$ cat src/rtl/ray_dispatcher_pkg.sv
// Shared raycaster definitions: dispatcher state encoding, frame geometry
// defaults and the small helpers the pipeline stages have in common.
package ray_dispatcher_pkg;

    localparam int SCREEN_WIDTH_DEF = 320;
    localparam int PW_DEF           = 16;
    localparam int HCOUNT_W         = 9;
    localparam int POSE_WORDS       = 6;

    typedef enum logic [1:0] {
        IDLE      = 2'd0,
        WAIT_POSE = 2'd1,
        ISSUE     = 2'd2
    } disp_state_t;

    // The overrun counter sticks at all-ones instead of wrapping.
    function automatic logic [7:0] sat_inc8(input logic [7:0] v);
        return (v == 8'hFF) ? v : v + 8'd1;
    endfunction

endpackage

$ cat src/rtl/ray_dispatcher.sv
// Freezes the controller pose at frame start and issues one ray column per
// accepted valid/ready handshake toward ray_calculations.
module ray_dispatcher
    import ray_dispatcher_pkg::*;
#(
    parameter int SCREEN_WIDTH = SCREEN_WIDTH_DEF,
    parameter int PW           = PW_DEF
) (
    input  logic                pixel_clk_in,
    input  logic                rst_in,
    input  logic                frame_start_in,
    input  logic                pose_valid_in,
    input  logic [PW-1:0]       posX_in,
    input  logic [PW-1:0]       posY_in,
    input  logic [PW-1:0]       dirX_in,
    input  logic [PW-1:0]       dirY_in,
    input  logic [PW-1:0]       planeX_in,
    input  logic [PW-1:0]       planeY_in,
    output logic [PW-1:0]       posX_out,
    output logic [PW-1:0]       posY_out,
    output logic [PW-1:0]       dirX_out,
    output logic [PW-1:0]       dirY_out,
    output logic [PW-1:0]       planeX_out,
    output logic [PW-1:0]       planeY_out,
    output logic [HCOUNT_W-1:0] hcount_out,
    output logic                valid_out,
    input  logic                ready_in,
    output logic                last_out,
    output logic                busy_out,
    output logic                done_out,
    output logic [7:0]          overrun_out
);

    localparam logic [HCOUNT_W-1:0] LAST_COL = HCOUNT_W'(SCREEN_WIDTH - 1);

    disp_state_t         r_state;
    logic [HCOUNT_W-1:0] r_hcount;
    logic                r_done;
    logic [7:0]          r_overrun;
    logic [PW-1:0]       r_pose    [POSE_WORDS];
    logic [PW-1:0]       w_pose_in [POSE_WORDS];
    logic                w_latch;
    logic                w_last_col;

    assign w_pose_in[0] = posX_in;
    assign w_pose_in[1] = posY_in;
    assign w_pose_in[2] = dirX_in;
    assign w_pose_in[3] = dirY_in;
    assign w_pose_in[4] = planeX_in;
    assign w_pose_in[5] = planeY_in;

    assign w_last_col = (r_hcount == LAST_COL);
    assign w_latch    = pose_valid_in &&
                        (((r_state == IDLE) && frame_start_in) || (r_state == WAIT_POSE));

    // Pose snapshot bank: only a latch event may change it.
    generate
        for (genvar gi = 0; gi < POSE_WORDS; gi++) begin : g_pose
            always_ff @(posedge pixel_clk_in) begin
                if (!rst_in) begin
                    r_pose[gi] <= '0;
                end else if (w_latch) begin
                    r_pose[gi] <= w_pose_in[gi];
                end
            end
        end
    endgenerate

    always_ff @(posedge pixel_clk_in) begin
        if (!rst_in) begin
            r_state   <= IDLE;
            r_hcount  <= '0;
            r_done    <= 1'b0;
            r_overrun <= '0;
        end else begin
            r_done <= 1'b0;
            // Requests arriving while a frame is pending or running are dropped.
            if (frame_start_in && (r_state != IDLE)) begin
                r_overrun <= sat_inc8(r_overrun);
            end
            case (r_state)
                IDLE: begin
                    if (frame_start_in) begin
                        if (pose_valid_in) begin
                            r_hcount <= '0;
                            r_state  <= ISSUE;
                        end else begin
                            r_state  <= WAIT_POSE;
                        end
                    end
                end
                WAIT_POSE: begin
                    if (pose_valid_in) begin
                        r_hcount <= '0;
                        r_state  <= ISSUE;
                    end
                end
                ISSUE: begin
                    if (ready_in) begin
                        if (w_last_col) begin
                            r_state <= IDLE;
                            r_done  <= 1'b1;
                        end else begin
                            r_hcount <= r_hcount + 1'b1;
                        end
                    end
                end
                default: r_state <= IDLE;
            endcase
        end
    end

    // All handshake outputs decode registered state only, so ready_in never
    // reaches valid_out combinationally.
    assign valid_out   = (r_state == ISSUE);
    assign busy_out    = (r_state != IDLE);
    assign last_out    = valid_out && w_last_col;
    assign done_out    = r_done;
    assign hcount_out  = r_hcount;
    assign overrun_out = r_overrun;
    assign posX_out    = r_pose[0];
    assign posY_out    = r_pose[1];
    assign dirX_out    = r_pose[2];
    assign dirY_out    = r_pose[3];
    assign planeX_out  = r_pose[4];
    assign planeY_out  = r_pose[5];

endmodule

$ cat config.mk
export PLATFORM = sky130hd
export DESIGN_NAME = ray_dispatcher
export DESIGN_NICKNAME = d
export VERILOG_FILES = /design/src/rtl/ray_dispatcher_pkg.sv /design/src/rtl/ray_dispatcher.sv
export SDC_FILE = /design/constraint.sdc
export NUM_CORES = 1
export LEC_CHECK = 0
export ABC_CLOCK_PERIOD_IN_PS = 6900
export CAP_MARGIN = 5
export CORE_MARGIN = 8
export CORE_UTILIZATION = 35
export DETAILED_ROUTE_END_ITERATION = 10
export DONT_BUFFER_PORTS = 1
export SLEW_MARGIN = 40
export SYNTH_ARGS = -nofsm -noshare
export SYNTH_HDL_FRONTEND = slang
export SYNTH_SLANG_ARGS = --single-unit
$ cat constraint.sdc
create_clock -name pixel_clk_in -period 6.9 [get_ports pixel_clk_in]
set_clock_uncertainty 0.1 [all_clocks]
set_input_delay 0.69 -clock pixel_clk_in [delete_from_list [all_inputs] [get_ports pixel_clk_in]]
set_output_delay 0.69 -clock pixel_clk_in [all_outputs]
set_load 0.02 [all_outputs]
Yosys cells after proc, flatten, opt, wreduce, memory -nomap -nowiden
Memories as Yosys holds them, arrays and structs flattened.
Cells that the tools add are included.
Storage, ports and cells
  flip-flop bits (word level): 20
  memories: 1
  RAM bits: 96
  output and inout port bits: 117
  logic and storage cells: 57
  input bits: 101
Operators by class
  add/subtract/negate cells: 2
  reduce and logical (&&, ||, !) cells: 12
  muxes and demuxes: 22
  equal/unequal tests: 9
  bitwise logic cells: 7
Memory list
  r_pose: depth 6, width 16, read ports 6, clocked after memory_dff 0, write ports 6, line ray_dispatcher.sv:40  | logic [PW-1:0] r_pose [POSE_WORDS];
Operators by type and width (number)
  $mux W16: 6
  $mux W9: 4
  $pmux W9 S3: 1
  $mux W2: 5
  $add A9 B1 Y9 const B: 1
  $eq A9 B9 Y1 const B: 1
  $add A8 B1 Y8 const B: 1
  $eq A8 B8 Y1 const B: 1
  $reduce_and A4 Y1: 2
  $ne A2 B2 Y1 const B: 3
  $or A1 B1 Y1: 6
  $pmux W2 S3: 1
  $mux W1: 5
  $logic_and A1 B1 Y1: 4
  $ne A2 B1 Y1 const B: 2
  $reduce_and A3 Y1: 1
  $reduce_bool A3 Y1: 1
  $eq A2 B1 Y1 const B: 1
  $eq A2 B2 Y1 const B: 1
  $logic_not A2 Y1: 1
  $reduce_and A2 Y1: 1
  $reduce_bool A2 Y1: 1
  $logic_or A1 B1 Y1: 1
  $not A1 Y1: 1

Logic depth before layout (Yosys ltp)
  depth in word-level cells: 8
  depth in mapped cells: 6
  gate-level depth less buffers: 5

Least setup slack after synthesis
No wires, ideal clock.
  kind: input -> register
  start: in frame_start_in
  end: mem r_pose[0][0] in the netlist's numbering (enable)
  buffers on the path: 0
  arrival: 2.855 ns
  stages: 3
  setup time: 0.454 ns
  setup slack: 3.491 ns
  required time: 6.346 ns
  path through: o21ba_2 a21oi_1 inv_1
RTL lines
  start, declared: line ray_dispatcher.sv:11  | input logic frame_start_in,
  end, declared: line ray_dispatcher.sv:40

Final worst setup path
  start: reg r_hcount[0] (netlist: hcount_out[0])
  end: out last_out
Between the ends
  longest elaborated chain between the ends: 2
RTL lines
  start, declared: line ray_dispatcher.sv:37  | logic [HCOUNT_W-1:0] r_hcount;
  start signal, assigned: line ray_dispatcher.sv:104  | r_hcount <= r_hcount + 1'b1;
  $eq A9 B9 Y1: line ray_dispatcher.sv:52  | assign w_last_col = (r_hcount == LAST_COL);
  $logic_and A1 B1 Y1: line ray_dispatcher.sv:117  | assign last_out = valid_out && w_last_col;
  end, declared: line ray_dispatcher.sv:28  | output logic last_out,
Every way passes these cells.

==> metrics.txt <==
vias in the first global route=2544; post-DP HPWL=7.95 mm; Core Region=12600 um^2; Sw Share=22.8%; period utilisation layout=37.5%; All-Layer GR Usage=12.7%; Synth Flop Type=edfxtp_1; drt pass-1 iters=4; status=completed; CTS Buf Count=17; Post-synth EDFFs=96; drt wl/cell=21.4 um; first-pass GRT wire length=15.7 mm; startpoint types=flop; Rows=41; Clock power frac=49.1%; antenna violations before repair=6; Synth Warn #=0; clock-pin slew on the worst setup and hold paths=60 ps; fmax=387 MHz; Synth Area per Inst=14.3 um^2; Setup Viol. Count Final=0; Power Density=348 nW/um^2; Placer Congestion=0.765; final hold violation count=0; width of the die=130 um; clock tree sinks=116; Slew Viols, Final=0; sw power=421 uW; Int Power=1430 uW; maximum clock path buffer count=2; Seq pwr share=48.2%; Slew headroom=49.3%; TNS Setup=0 ps; top cell type's share of synthesized area=63.8%; Root Driver=clkbuf_16; hold buffer count at cts=0; RSZ-0062 raised after global routing=false; critical path peak fanout=13; H-tree depth=4; minimum clock period after layout=2590 ps; largest net degree at the start of global routing=69; cell accounting for the most synthesized area=edfxtp_1; post-cts resize count=0; Post-CTS Setup Inserts=0; Seq/Total Area, Yosys=72.6%; Non-Filler Instances=511; # IOs=218; placed cells=476; HP Class=in -> reg; Crit Path Category=reg -> out; maximum vdd drop=0.118 mV; Synth Instances=316; Initial Utilization=35.8%; WP data required=6110 ps; Synth-to-Final Area Change=17.6%; combinational share of power=2.7%; via-per-instance ratio=4.89; Net count, final=427; layout cells sized above 1=12.5%; number of distinct library cells after synthesis=37; final wirelength=10.9 mm; Worst Hold Slack=258 ps; worst path arrival time=1800 ps; clk_lat worst skew=400 ps; post-synthesis register bit count=116; Synth area leaders=edfxtp_1, and2_1, dfxtp_1; element type at the critical path end=output port; TritonCTS clock tree=done; Least-Margin Pin Slew=761 ps; vias=2500; initial drt markers=111; height of the die=130 um; die area=16800 um^2; Max Cap Viol=0; Tot Pwr=1850 uW; Synth Net Count=419; Post-Synthesis Cell Area=4520 um^2; gr ovfl total=0; residual DRC count=0; synth cell count leaders=and2_1, edfxtp_1, dfxtp_1; Fillers=1179; post-route ant nets=0; leakage=0.00197 uW; count of input and output buffers=0; Post-synth ARST share=0%
## state kept, by name (all words and copies together), names as in the netlist
| signal | flops |
|---|---|
| done_out | 1 |
| overrun_out | 8 |
| r_state | 2 |
| r_pose | 96 |
| hcount_out | 9 |
## power by group through the flow
| stage | combinational [uW] | sequential, uW | clock [uW] |
|---|---|---|---|
| 2_1_floorplan | 39.5 | 896 | 0 |
| 3_3_place_gp | 48.5 | 907 | 0 |
| 3_5_place_dp | 50.8 | 907 | 0 |
| 4_1_cts | 50.8 | 893 | 928 |
| 5_1_grt | 57.1 | 895 | 961 |
| 6_report | 49.7 | 891 | 908 |
## metal layers
layer	part of all wire, %	wire, um	track usage, %
met1	37	4090	13.3
met2	48	5210	19.9
met3	13	1450	8.30
met4	1.1	116	5.19
met5	0.43	47	0
## cell type report
cell class	count	area (um^2)	share of cell area (%)
sequential	116	3280	61.8
tap	172	215	4.05
timing repair buffer	3	20.0	0.377
clock inverter	15	188	3.53
clock buffer	17	425	8.00
antenna	2	5.00	0.0942
inverter	5	21.3	0.400
multi-input combinational	181	1160	21.8
## worst paths after layout
path | from | endpoint | slack, ps | cells past startpoint
min reg2reg | overrun_out[4] | overrun_out[4] | 510 | 1
max | hcount_out[0] | last_out | 4310 | 3
max reg2reg | r_state[1] | r_pose[4][9] | 4510 | 4
min | pose_valid_in | r_state[0] | 260 | 1
## cells in the final DEF (no fill, tap or decap), drive strengths merged, types with 3 or more instances in the layout
master,instances
a21oi,8
and2,96
and3,5
bufinv,4
clkbuf,18
clkinv,7
clkinvlp,3
dfxtp,20
edfxtp,96
inv,6
nand2,10
nand3,5
nor2,7
o211ai,3
o21ai,7
o31ai,6
or4,6
xor2,3
## metrics by stage
step	area (um^2)	setup WS, ps	utilization (%)
floorplan	4520	3490	-
global placement	4690	4330	37.2
detailed placement	4690	4290	37.2
CTS	5310	4280	42.0
global route	5320	4210	42.1
finish	5320	4310	42.1
## cell families (layout without fill, tap and decap cells)
kind of cell               after synthesis  after routing  synth area share (%)
AOI/OAI and AO/OA                       34             34                  4.95
xor gates and xnor gates                 3              3                 0.581
adders and majority gates                2              2                 0.553
buffers and inverters                   19             40                  1.80
DFF                                    116            116                  72.6
muxes                                    2              2                 0.443
other                                    0              2                     0
and+or+nand+nor                        140            140                  19.0
## worst max-delay path, stage by stage, from the launching register on
cell and delay (ps):
dfxtp_1 520, ha_1 260, and4_1 280, and3_4 330
Power figures use the tool's default switching activity.
